===== src/rtl/fetch_pkg.sv =====
// fetch_pkg: types and defaults shared by the PC stage, fetch queue and decode
package fetch_pkg;

    localparam int IW = 9;
    localparam int PW = 16;
    localparam logic [IW-1:0] HALT_OP = 9'h1FF;

    typedef struct packed {
        logic [PW-1:0] pc;
        logic [IW-1:0] instr;
    } fetch_entry_t;

endpackage


===== src/rtl/instr_fetch_queue.sv =====
// instr_fetch_queue: first-word fall-through queue between fetch and decode with flush and halt detect
module instr_fetch_queue
    import fetch_pkg::*;
#(
    parameter int DEPTH = 4,
    parameter int IW = fetch_pkg::IW,
    parameter int PW = fetch_pkg::PW,
    parameter logic [IW-1:0] HALT_OP = fetch_pkg::HALT_OP,
    localparam int AW = $clog2(DEPTH),
    localparam int CW = $clog2(DEPTH + 1)
) (
    input  logic          CLK,
    input  logic          Init_n,
    input  logic          Fetch_valid,
    input  logic [PW-1:0] Fetch_PC,
    input  logic [IW-1:0] Fetch_instr,
    output logic          Fetch_ready,
    input  logic          Flush,
    output logic          Dec_valid,
    output logic [PW-1:0] Dec_PC,
    output logic [IW-1:0] Dec_instr,
    input  logic          Dec_ready,
    output logic [CW-1:0] Count,
    output logic          Empty,
    output logic          Full,
    output logic          Done
);

    fetch_entry_t  mem [DEPTH];
    logic [AW-1:0] wr_ptr;
    logic [AW-1:0] rd_ptr;
    logic          push;
    logic          pop;

    assign Empty       = Count == '0;
    assign Full        = Count == CW'(DEPTH);
    assign Fetch_ready = !Full;
    assign Dec_valid   = !Empty;
    assign push        = Fetch_valid & Fetch_ready;
    assign pop         = Dec_valid & Dec_ready;
    assign Dec_PC      = mem[rd_ptr].pc;
    assign Dec_instr   = mem[rd_ptr].instr;

    // storage write; the array is left unreset and a flushed push is simply never made visible
    always_ff @(posedge CLK) begin
        if (push && !Flush)
            mem[wr_ptr] <= '{pc: Fetch_PC, instr: Fetch_instr};
    end

    // pointers, occupancy and sticky halt flag; flush overrides push and pop
    always_ff @(posedge CLK or negedge Init_n) begin
        if (!Init_n) begin
            wr_ptr <= '0;
            rd_ptr <= '0;
            Count  <= '0;
            Done   <= 1'b0;
        end else if (Flush) begin
            wr_ptr <= '0;
            rd_ptr <= '0;
            Count  <= '0;
        end else begin
            wr_ptr <= push ? wr_ptr + 1'b1 : wr_ptr;
            rd_ptr <= pop ? rd_ptr + 1'b1 : rd_ptr;
            Count  <= (push && !pop) ? Count + 1'b1 : (pop && !push) ? Count - 1'b1 : Count;
            Done   <= Done | (pop && Dec_instr == HALT_OP);
        end
    end

endmodule


===== config.mk =====
export PLATFORM = sky130hd
export DESIGN_NAME = instr_fetch_queue
export DESIGN_NICKNAME = d
export VERILOG_FILES = /design/src/rtl/fetch_pkg.sv /design/src/rtl/instr_fetch_queue.sv
export SDC_FILE = /design/constraint.sdc
export NUM_CORES = 1
export LEC_CHECK = 0
export ABC_AREA = 1
export CELL_PAD_IN_SITES_DETAIL_PLACEMENT = 1
export CELL_PAD_IN_SITES_GLOBAL_PLACEMENT = 2
export CORE_ASPECT_RATIO = 2
export CORE_UTILIZATION = 39
export CTS_CLUSTER_SIZE = 25
export DETAILED_ROUTE_END_ITERATION = 10
export MAX_ROUTING_LAYER = met4
export PLACE_DENSITY = 0.92
export SYNTH_ARGS = -nofsm -noshare
export SYNTH_HDL_FRONTEND = slang
export SYNTH_SLANG_ARGS = --single-unit

===== constraint.sdc =====
create_clock -name CLK -period 3.43 [get_ports CLK]
set_clock_uncertainty 0.1 [all_clocks]
set_input_delay 0.5145 -clock CLK [delete_from_list [all_inputs] [get_ports CLK]]
set_output_delay 0.5145 -clock CLK [all_outputs]
set_load 0.1 [all_outputs]

Yosys cells after proc, flatten, opt, wreduce, memory -nomap -nowiden
Memories as Yosys holds them, arrays and structs flattened.
Cells that the tools add are included.
{"block": "totals", "memories": 1, "elab_cells": 36, "ram_bits": 100, "register_bits": 8}
{"block": "op_classes", "reduce_logical": 13, "bitwise_logic": 3, "mux": 9, "eq_ne": 2, "n_addsub": 4}
{"name": "mem", "depth": 4, "width": 25, "rd": 1, "rd_clocked_by_memory_dff": 0, "write_ports": 1, "line_no": "instr_fetch_queue.sv:29", "rtl": "fetch_entry_t mem [DEPTH];"}
{"cell": "9-bit equality test (second input constant)", "n": 1}
{"cell": "3-bit two-way mux", "n": 3}
{"cell": "2-bit two-way mux", "n": 4}
{"cell": "1-bit logical NOT", "n": 5}
{"cell": "2-bit by 1-bit adder with 2-bit output (second input constant)", "n": 2}
{"cell": "1-bit logical AND", "n": 4}
{"cell": "2-bit nonzero test", "n": 2}
{"cell": "3-bit by 1-bit adder with 3-bit output (second input constant)", "n": 1}
{"cell": "3-bit equality test (second input constant)", "n": 1}
{"cell": "3-bit logical NOT", "n": 1}
{"cell": "3-bit nonzero test", "n": 1}
{"cell": "3-bit by 1-bit subtractor with 3-bit output (second input constant)", "n": 1}
{"cell": "1-bit AND", "n": 2}
{"cell": "1-bit two-way mux", "n": 2}
{"cell": "1-bit OR", "n": 1}

Depth between registers and ports, before layout
Gate-level depths: netlist of run 1.
{"block": "depth", "word_depth": 8, "ltp_mapped": 12}

Least setup slack after synthesis of run 1
No wires, ideal clock.
{"block": "synth_timing", "kind": "reg2reg", "start": "register Count[1]", "end": "memory mem[0][0] (netlist name) (enable)", "path_stages_with_launch": 7, "slack_ps": -48, "path_buffers": 0, "arrival_ps": 2971, "cell_sequence": "dfrtp_1 > nor2_2 > nand2_2 > nand2_2 > inv_2 > nand2_1 > nor2_1"}
{"block": "synth_between", "elab_chain_len": 6}
{"item": "start, declared", "line_no": "instr_fetch_queue.sv:23", "rtl": "output logic [CW-1:0] Count,"}
{"item": "start signal, assigned", "line_no": "instr_fetch_queue.sv:64", "rtl": "Count <= (push && !pop) ? Count + 1'b1 : (pop && !push) ? Count - 1'b1 : Count;"}
{"item": "3-bit equality test", "line_no": "instr_fetch_queue.sv:36", "rtl": "assign Full = Count == CW'(DEPTH);"}
{"item": "1-bit logical NOT", "line_no": "instr_fetch_queue.sv:37", "rtl": "assign Fetch_ready = !Full;"}
{"item": "via Fetch_ready", "line_no": "instr_fetch_queue.sv:17", "rtl": "output logic Fetch_ready,"}
{"item": "1-bit AND", "line_no": "instr_fetch_queue.sv:39", "rtl": "assign push = Fetch_valid & Fetch_ready;"}
{"item": "1-bit logical AND", "line_no": "instr_fetch_queue.sv:46", "rtl": "if (push && !Flush)"}
{"item": "1-bit two-way mux", "line_no": "instr_fetch_queue.sv:46"}
{"item": "1-bit two-way mux (implied by the code)", "line_no": "instr_fetch_queue.sv:47", "rtl": "mem[wr_ptr] <= '{pc: Fetch_PC, instr: Fetch_instr};"}
{"item": "end, declared", "line_no": "instr_fetch_queue.sv:29"}
The timed path passes the listed nets, and every way through them passes these cells.

Worst setup path in the final report of run 1
{"block": "layout_timing", "start": "register rd_ptr[0]", "end": "output port Dec_PC[1]"}
{"block": "layout_between", "elab_chain_len": 1}
{"item": "start, declared", "line_no": "instr_fetch_queue.sv:31", "rtl": "logic [AW-1:0] rd_ptr;"}
{"item": "start signal, assigned", "line_no": "instr_fetch_queue.sv:63", "rtl": "rd_ptr <= pop ? rd_ptr + 1'b1 : rd_ptr;"}
{"item": "memory read 4 x 25 bit"}
{"item": "end, declared", "line_no": "instr_fetch_queue.sv:20", "rtl": "output logic [PW-1:0] Dec_PC,"}
No other way between the ends.

==> results by group, run 1 <==
STA
  • Number of max-slew violations in the final report: 0
  • Actual transition at the worst max-transition pin: 963 ps
  • Endpoints failing hold: 0
  • Highest Clock Rate: 0.361 GHz
  • Setup slack after layout: 658 ps
  • Relative slew slack: 35.6%
  • Minimum clock period: 2770 ps
  • Post-route clock period utilization: 80.8%
  • Worst Hold Slack: 363 ps
  • Setup repair after global routing missed its margin: no
  • Final setup violation count: 0

Final layout
  • Count of fill cells added during filler insertion: 1129
  • Most common cell after layout, fill and taps aside: sky130_fd_sc_hd__edfxtp_1
  • Area Growth Syn to Fin: 25.3%
  • Post-route cell area: 5580 um^2
  • Final standard cell count with taps included and fillers excluded: 576
  • Post-layout utilization of the core: 50.6%
  • Antenna diode count: 0
  • Share of layout cells above drive strength 1: 15.4%
  • Final layout net count: 466
  • Storage cell area: 3200 um^2
  • Total area of multi-input combinational cells: 970 um^2
  • Highest-count cells in the layout ignoring fill and taps: sky130_fd_sc_hd__edfxtp_1 (100), sky130_fd_sc_hd__nand2_1 (61), sky130_fd_sc_hd__inv_1 (44)

Place
  • Worst Setup Slack post-DPL: 990 ps
  • IO Port Bufs: 62
  • Half-perimeter wire length after detailed placement: 6.86 mm
  • Placed inst area: 5240 um^2
  • Instance count after placement with tap cells included: 560
  • GP Congestion: 0.740

Routing
  • Detailed-route wire length per cell: 17.8 um
  • 1st-pass router iterations: 4
  • Post-route DRC violation count: 0
  • Initial detailed-routing violation count: 83
  • Vias per inst: 4.98
  • Post-DRT Antenna Nets: 0
  • Final WL: 10.2 mm
  • Total number of vias: 2871

Floorplan
  • Starting utilization of the core area: 40.4%
  • Area of the die: 11900 um^2
  • Floorplan row count: 54
  • Placeable Area: 11000 um^2
  • Die Wd: 77.5 um
  • Height of the chip: 153 um
  • Num ports: 63

Critical path
  • Crit path arrival time: 2160 ps
  • Type of destination of the critical path: primary output
  • Required time at the worst-slack endpoint: 2820 ps
  • Critical path class: register to primary output
  • Maximum fanout encountered on the critical timing path: 51
  • Category of the worst setup path launch point: register

Clock network
  • Number of gates resized after CTS: 0
  • H-Tree Depth: 3
  • Clock Pin Slew Worst Setup and Hold Paths: 70 ps
  • CTS hold repair buffers: 0
  • Post-CTS setup repair buffer count: 0
  • Number of buffers created by CTS: 9
  • Root Buffer: sky130_fd_sc_hd__clkbuf_16
  • Number of clock sinks: 108
  • TritonCTS clock tree: built
  • Clock insertion delay at the later pin of the skew report: 340 ps
  • Buffer levels on the longest clock path: 2

Synth
  • Part of the Yosys area used for sequential elements: 72.0%
  • Netlist cell types: 28
  • Post-synthesis net count: 402
  • Syn Std Cell Area: 4450 um^2
  • Warning count from the yosys run: 0
  • Cells after synthesis: 367
  • Avg Synthesized Cell Area: 12.1 um^2
  • Proportion of netlist area held by the largest area contributor: 67.5%
  • Seq cells post-synth: 108
  • Post-synth top area cell: sky130_fd_sc_hd__edfxtp_1
  • Dominant cells by area after synthesis: sky130_fd_sc_hd__edfxtp_1 (67%), sky130_fd_sc_hd__nand2_1 (5.1%), sky130_fd_sc_hd__dfrtp_1 (4.5%)

Global routing
  • Total Routing Usage GR: 19.3%
  • Global-route wire length before repair: 16.5 mm
  • Number of antenna violations at the first check in global routing: 0
  • Via count of the first global-routing pass: 3217
  • Remaining Overflow, GRT: 0
  • Maximum number of pins on one net before global-route repair: 52

Power and ir drop
  • Pwr/cell area: 933 nW/um^2
  • Static Leak: 2.16 nW
  • IR drop worst, VDD: 575 uV

Run
  • Reported max-cap violation count: 0

Status
  • Result of the run: complete, no violations

Hold path
  • Type of the worst min-delay path: input port to async pin
==> final cells by class <==
class                      instances  share of cell area [%]
timing repair buffer              68                    12.7
sequential                       108                    57.4
multi-input combinational        196                    17.4
clock buffer                       9                    4.04
clock inverter                     7                    2.06
tap                              140                    3.14
inverter                          48                    3.28
==> per-layer routing <==
metal	track usage [%]	wire length (um)	vias to the layer above
met5	-	0	-
met4	8.36	257	0
met3	3.28	275	17
met2	35.2	5860	64
met1	19.8	3850	1416
li1	-	-	1374
==> state kept, by name (all words and copies together) (netlist names) <==
register / flops
mem: 100
Count: 3
rd_ptr: 2
wr_ptr: 2
Done: 1
==> critical path: stages, from the launching register on <==
cell	delay, ps
sky130_fd_sc_hd__dfrtp_2	590
sky130_fd_sc_hd__inv_4	460
sky130_fd_sc_hd__o21ai_0	170
sky130_fd_sc_hd__o22ai_1	340
sky130_fd_sc_hd__buf_12	230
==> metrics by stage <==
| step | setup TNS [ps] | power [mW] |
|---|---|---|
| global route | 0 | 5.41 |
| global placement | 0 | 4.03 |
| floorplan | -4800 | 3.45 |
| CTS | 0 | 5.25 |
| finish | 0 | 5.20 |
| detailed placement | 0 | 4.10 |
==> where the power goes <==
part	switching, mW	internal [mW]
registers	0.0774	1.54
clock network	0.444	0.711
logic	1.87	0.565
total	2.39	2.81
==> final timing paths <==
check / endpoint / depth (start not counted) / start / slack (ps)
max: Dec_PC[1] / 4 / rd_ptr[0] / 660
min in group CLK: Done / 2 / Done / 380
max in group asynchronous: rd_ptr[0] / 1 / Init_n / 2560
min reg2reg: Done / 2 / Done / 380
max reg2reg: Count[2] / 12 / Count[1] / 1330
min: wr_ptr[1] / 1 / Init_n / 360
==> logic make-up (layout without fill, tap and decap cells) <==
family / Yosys count / in the layout / synth area share, %
adders and majority gates: 5 / 5 / 1.57
and+or+nand+nor: 134 / 134 / 13.0
buffers and inverters: 63 / 132 / 6.49
xor gates and xnor gates: 1 / 1 / 0.197
AOI/OAI and AO/OA: 56 / 56 / 6.83
DFF: 108 / 108 / 72.0
==> cells in the mapped netlist (all sizes together) <==
cell and count:
edfxtp 100, nand2 66, inv 48, nor2 43, o21ai 37, nand3 22, o22ai 16, buf 14
dfrtp 8, ha 4, a21oi 3, and2 1, clkbuf 1, fa 1, nand3b 1, or2 1
xor2 1
No activity file was read; power rests on OpenSTA's default activity.
==> inputs of run 2 (changes only) <==
CORE_UTILIZATION = 33   (was 39)
PLACE_DENSITY = 0.84   (was 0.92)
clock period = 2.2 ns   (was 3.43 ns; I/O delays follow)
==> run 2 against run 1 <==
Against the previous run:
- the flow now finishes with violations (design-rule violations)
- combinational power increased by 91%
- critical path depth up 1
- total power is 67% higher
- die area up 18%
- setup slack got worse by 640 ps
- first-iteration DRC count rose by 43%
- via count rose by 0.63%
- clock power rose by 32%
- cell count grew 3.6%
- clock-buffer cell count is the same
- sequential share of layout area fell by 4.8 points
- global-route usage shrank 2.8 points
- critical endpoint is now Dec_PC[5]
- highest routed layer unchanged
==> results by group, run 2 (synthesis gave the netlist of run 1 again) <==
Status
  • Result of the run: finished, violations left
  • Failing checks: design-rule violations

Clock network
  • Clock insertion delay at the later pin of the skew report: 350 ps
  • H-Tree Depth: 3
  • Buffer levels on the longest clock path: 2
  • Number of buffers created by CTS: 9
  • TritonCTS clock tree: built
  • Root Buffer: sky130_fd_sc_hd__clkbuf_16
  • Number of clock sinks: 108
  • Clock Pin Slew Worst Setup and Hold Paths: 70 ps

Critical path
  • Crit path arrival time: 1750 ps
  • Category of the worst setup path launch point: register
  • Biggest cell delay along the critical path: 450 ps
  • Critical path buffers and inverters: 3
  • Required time at the worst-slack endpoint: 1770 ps
  • Critical-path top delay cell: sky130_fd_sc_hd__dfrtp_2
  • Critical path class: register to primary output
  • Cell class contributing the biggest share of worst-path delay: buffers and inverters
  • Maximum fanout encountered on the critical timing path: 28
  • Crit-path cells: inv_6 -> buf_4 -> nor2_1 -> o22ai_2 -> buf_12
  • Type of destination of the critical path: primary output

STA
  • Actual transition at the worst max-transition pin: 429 ps
  • Highest Clock Rate: 0.458 GHz
  • Setup slack after layout: 16.4 ps
  • Number of max-slew violations in the final report: 0
  • Final setup violation count: 0
  • Post-route clock period utilization: 99.3%
  • Setup repair after global routing missed its margin: yes
  • Minimum clock period: 2180 ps
  • Endpoints failing hold: 0
  • Relative slew slack: 71.3%

Final layout
  • Share of layout cells above drive strength 1: 23.6%
  • Final layout net count: 475
  • Area Growth Syn to Fin: 37.2%
  • Storage cell area: 3220 um^2
  • Largest registers in the final layout: mem x100, Count x3
  • Post-route cell area: 6110 um^2
  • Total area of multi-input combinational cells: 1200 um^2
  • Highest-count cells in the layout ignoring fill and taps: sky130_fd_sc_hd__edfxtp_1 (100), sky130_fd_sc_hd__nand2_1 (59), sky130_fd_sc_hd__inv_1 (43)
  • Post-layout utilization of the core: 46.7%
  • Antenna diode count: 0
  • Number of flip-flops in the largest register: 100
  • Top reg by flops: mem
  • Most common cell after layout, fill and taps aside: sky130_fd_sc_hd__edfxtp_1
  • Final standard cell count with taps included and fillers excluded: 597
  • Count of fill cells added during filler insertion: 1339

Run
  • Reported max-cap violation count: 0

Floorplan
  • Starting utilization of the core area: 34.1%
  • Placeable Area: 13100 um^2
  • Floorplan row count: 59
  • Height of the chip: 166 um
  • Die Wd: 84.1 um
  • Area of the die: 14000 um^2
  • Num ports: 63

Routing
  • Total number of vias: 2889
  • Vias per inst: 4.84
  • Final WL: 10.4 mm
  • Detailed-route wire length per cell: 17.4 um
  • Initial detailed-routing violation count: 119
  • 1st-pass router iterations: 7
  • Post-route DRC violation count: 8
  • Post-DRT Antenna Nets: 0

Place
  • Instance count after placement with tap cells included: 579
  • IO Port Bufs: 62
  • GP Congestion: 0.767
  • Placed inst area: 5800 um^2
  • Half-perimeter wire length after detailed placement: 7.36 mm
  • Worst Setup Slack post-DPL: 95.7 ps

Power and ir drop
  • Static Leak: 2.32 nW
  • Pwr/cell area: 1420 nW/um^2
  • IR drop worst, VDD: 633 uV
  • Design Power: 8.68 mW

Global routing
  • Remaining Overflow, GRT: 0
  • Via count of the first global-routing pass: 3145
  • Total Routing Usage GR: 16.5%
  • Global-route wire length before repair: 16.9 mm
  • Maximum number of pins on one net before global-route repair: 29
  • Number of antenna violations at the first check in global routing: 0

Hold path
  • Type of the worst min-delay path: input port to async pin
-- run 2: cell types whose count changed in the layout (fill, tap and decap cells not counted), moves of 4 or more --
cell and delta:
sky130_fd_sc_hd__buf_4 -8, sky130_fd_sc_hd__o22ai_2 +7, sky130_fd_sc_hd__buf_12 +21, sky130_fd_sc_hd__nor2_2 -5, sky130_fd_sc_hd__clkdlybuf4s50_1 -4, sky130_fd_sc_hd__o22ai_1 -16
sky130_fd_sc_hd__inv_6 +5, sky130_fd_sc_hd__nor2_4 +5, sky130_fd_sc_hd__o22ai_4 +9
-- run 2: where the power goes --
group          total, mW  internal [mW]  switching (mW)
logic               4.66           1.46            3.20
registers           2.50           2.41          0.0894
clock network       1.52          0.784           0.738
total               8.68           4.66            4.03
-- run 2: final timing paths --
check                           startpoint  cells past startpoint  slack [ps]   endpoint
max in group asynchronous           Init_n                      1        1480   Count[0]
worst max register to register    Count[1]                     12         160   Count[2]
worst min-delay path                Init_n                      1         180   Count[2]
worst max-delay path             rd_ptr[0]                      5          20  Dec_PC[5]
min in group CLK                      Done                      2         380       Done
worst min register to register        Done                      2         380       Done
-- run 2: cell type report --
cell class	instances	area share [%]
sequential	108	52.7
multi-input combinational	196	19.6
timing repair buffer	77	16.8
clock buffer	9	3.69
inverter	48	3.18
tap	152	3.11
clock inverter	7	0.922
-- run 2: layer usage --
metal / GRT usage, % / share of wire [%] / vias up
li1: - / - / 1391
met1: 17.4 / 37 / 1424
met2: 30.1 / 58 / 56
met3: 2.53 / 2.8 / 18
met4: 6.67 / 2.2 / 0
met5: - / 0 / -
-- run 2: worst reg2reg max path, delay by kind of cell, from the launching register on --
kind / cells / cell delay [ps]
DFF: 1 / 500
adders and majority gates: 1 / 340
buffers and inverters: 2 / 120
and+or+nand+nor: 8 / 710
xor gates and xnor gates: 1 / 170
-- run 2: per-stage QoR --
step,TNS (ps),hold WS [ps]
after floorplan,-130,-65.6
after global placement,0,354
after detailed placement,0,380
after CTS,-72.4,186
after global routing,-921,207
final,0,185
-- run 2: repair_timing --
item / in CTS / in global routing
pin swaps: 0 / 1
buffers inserted: 0 / 2
gates resized for setup: 2 / 1
endpoints found under the setup margin: 13 / 22
hold buffers: 0 / 0
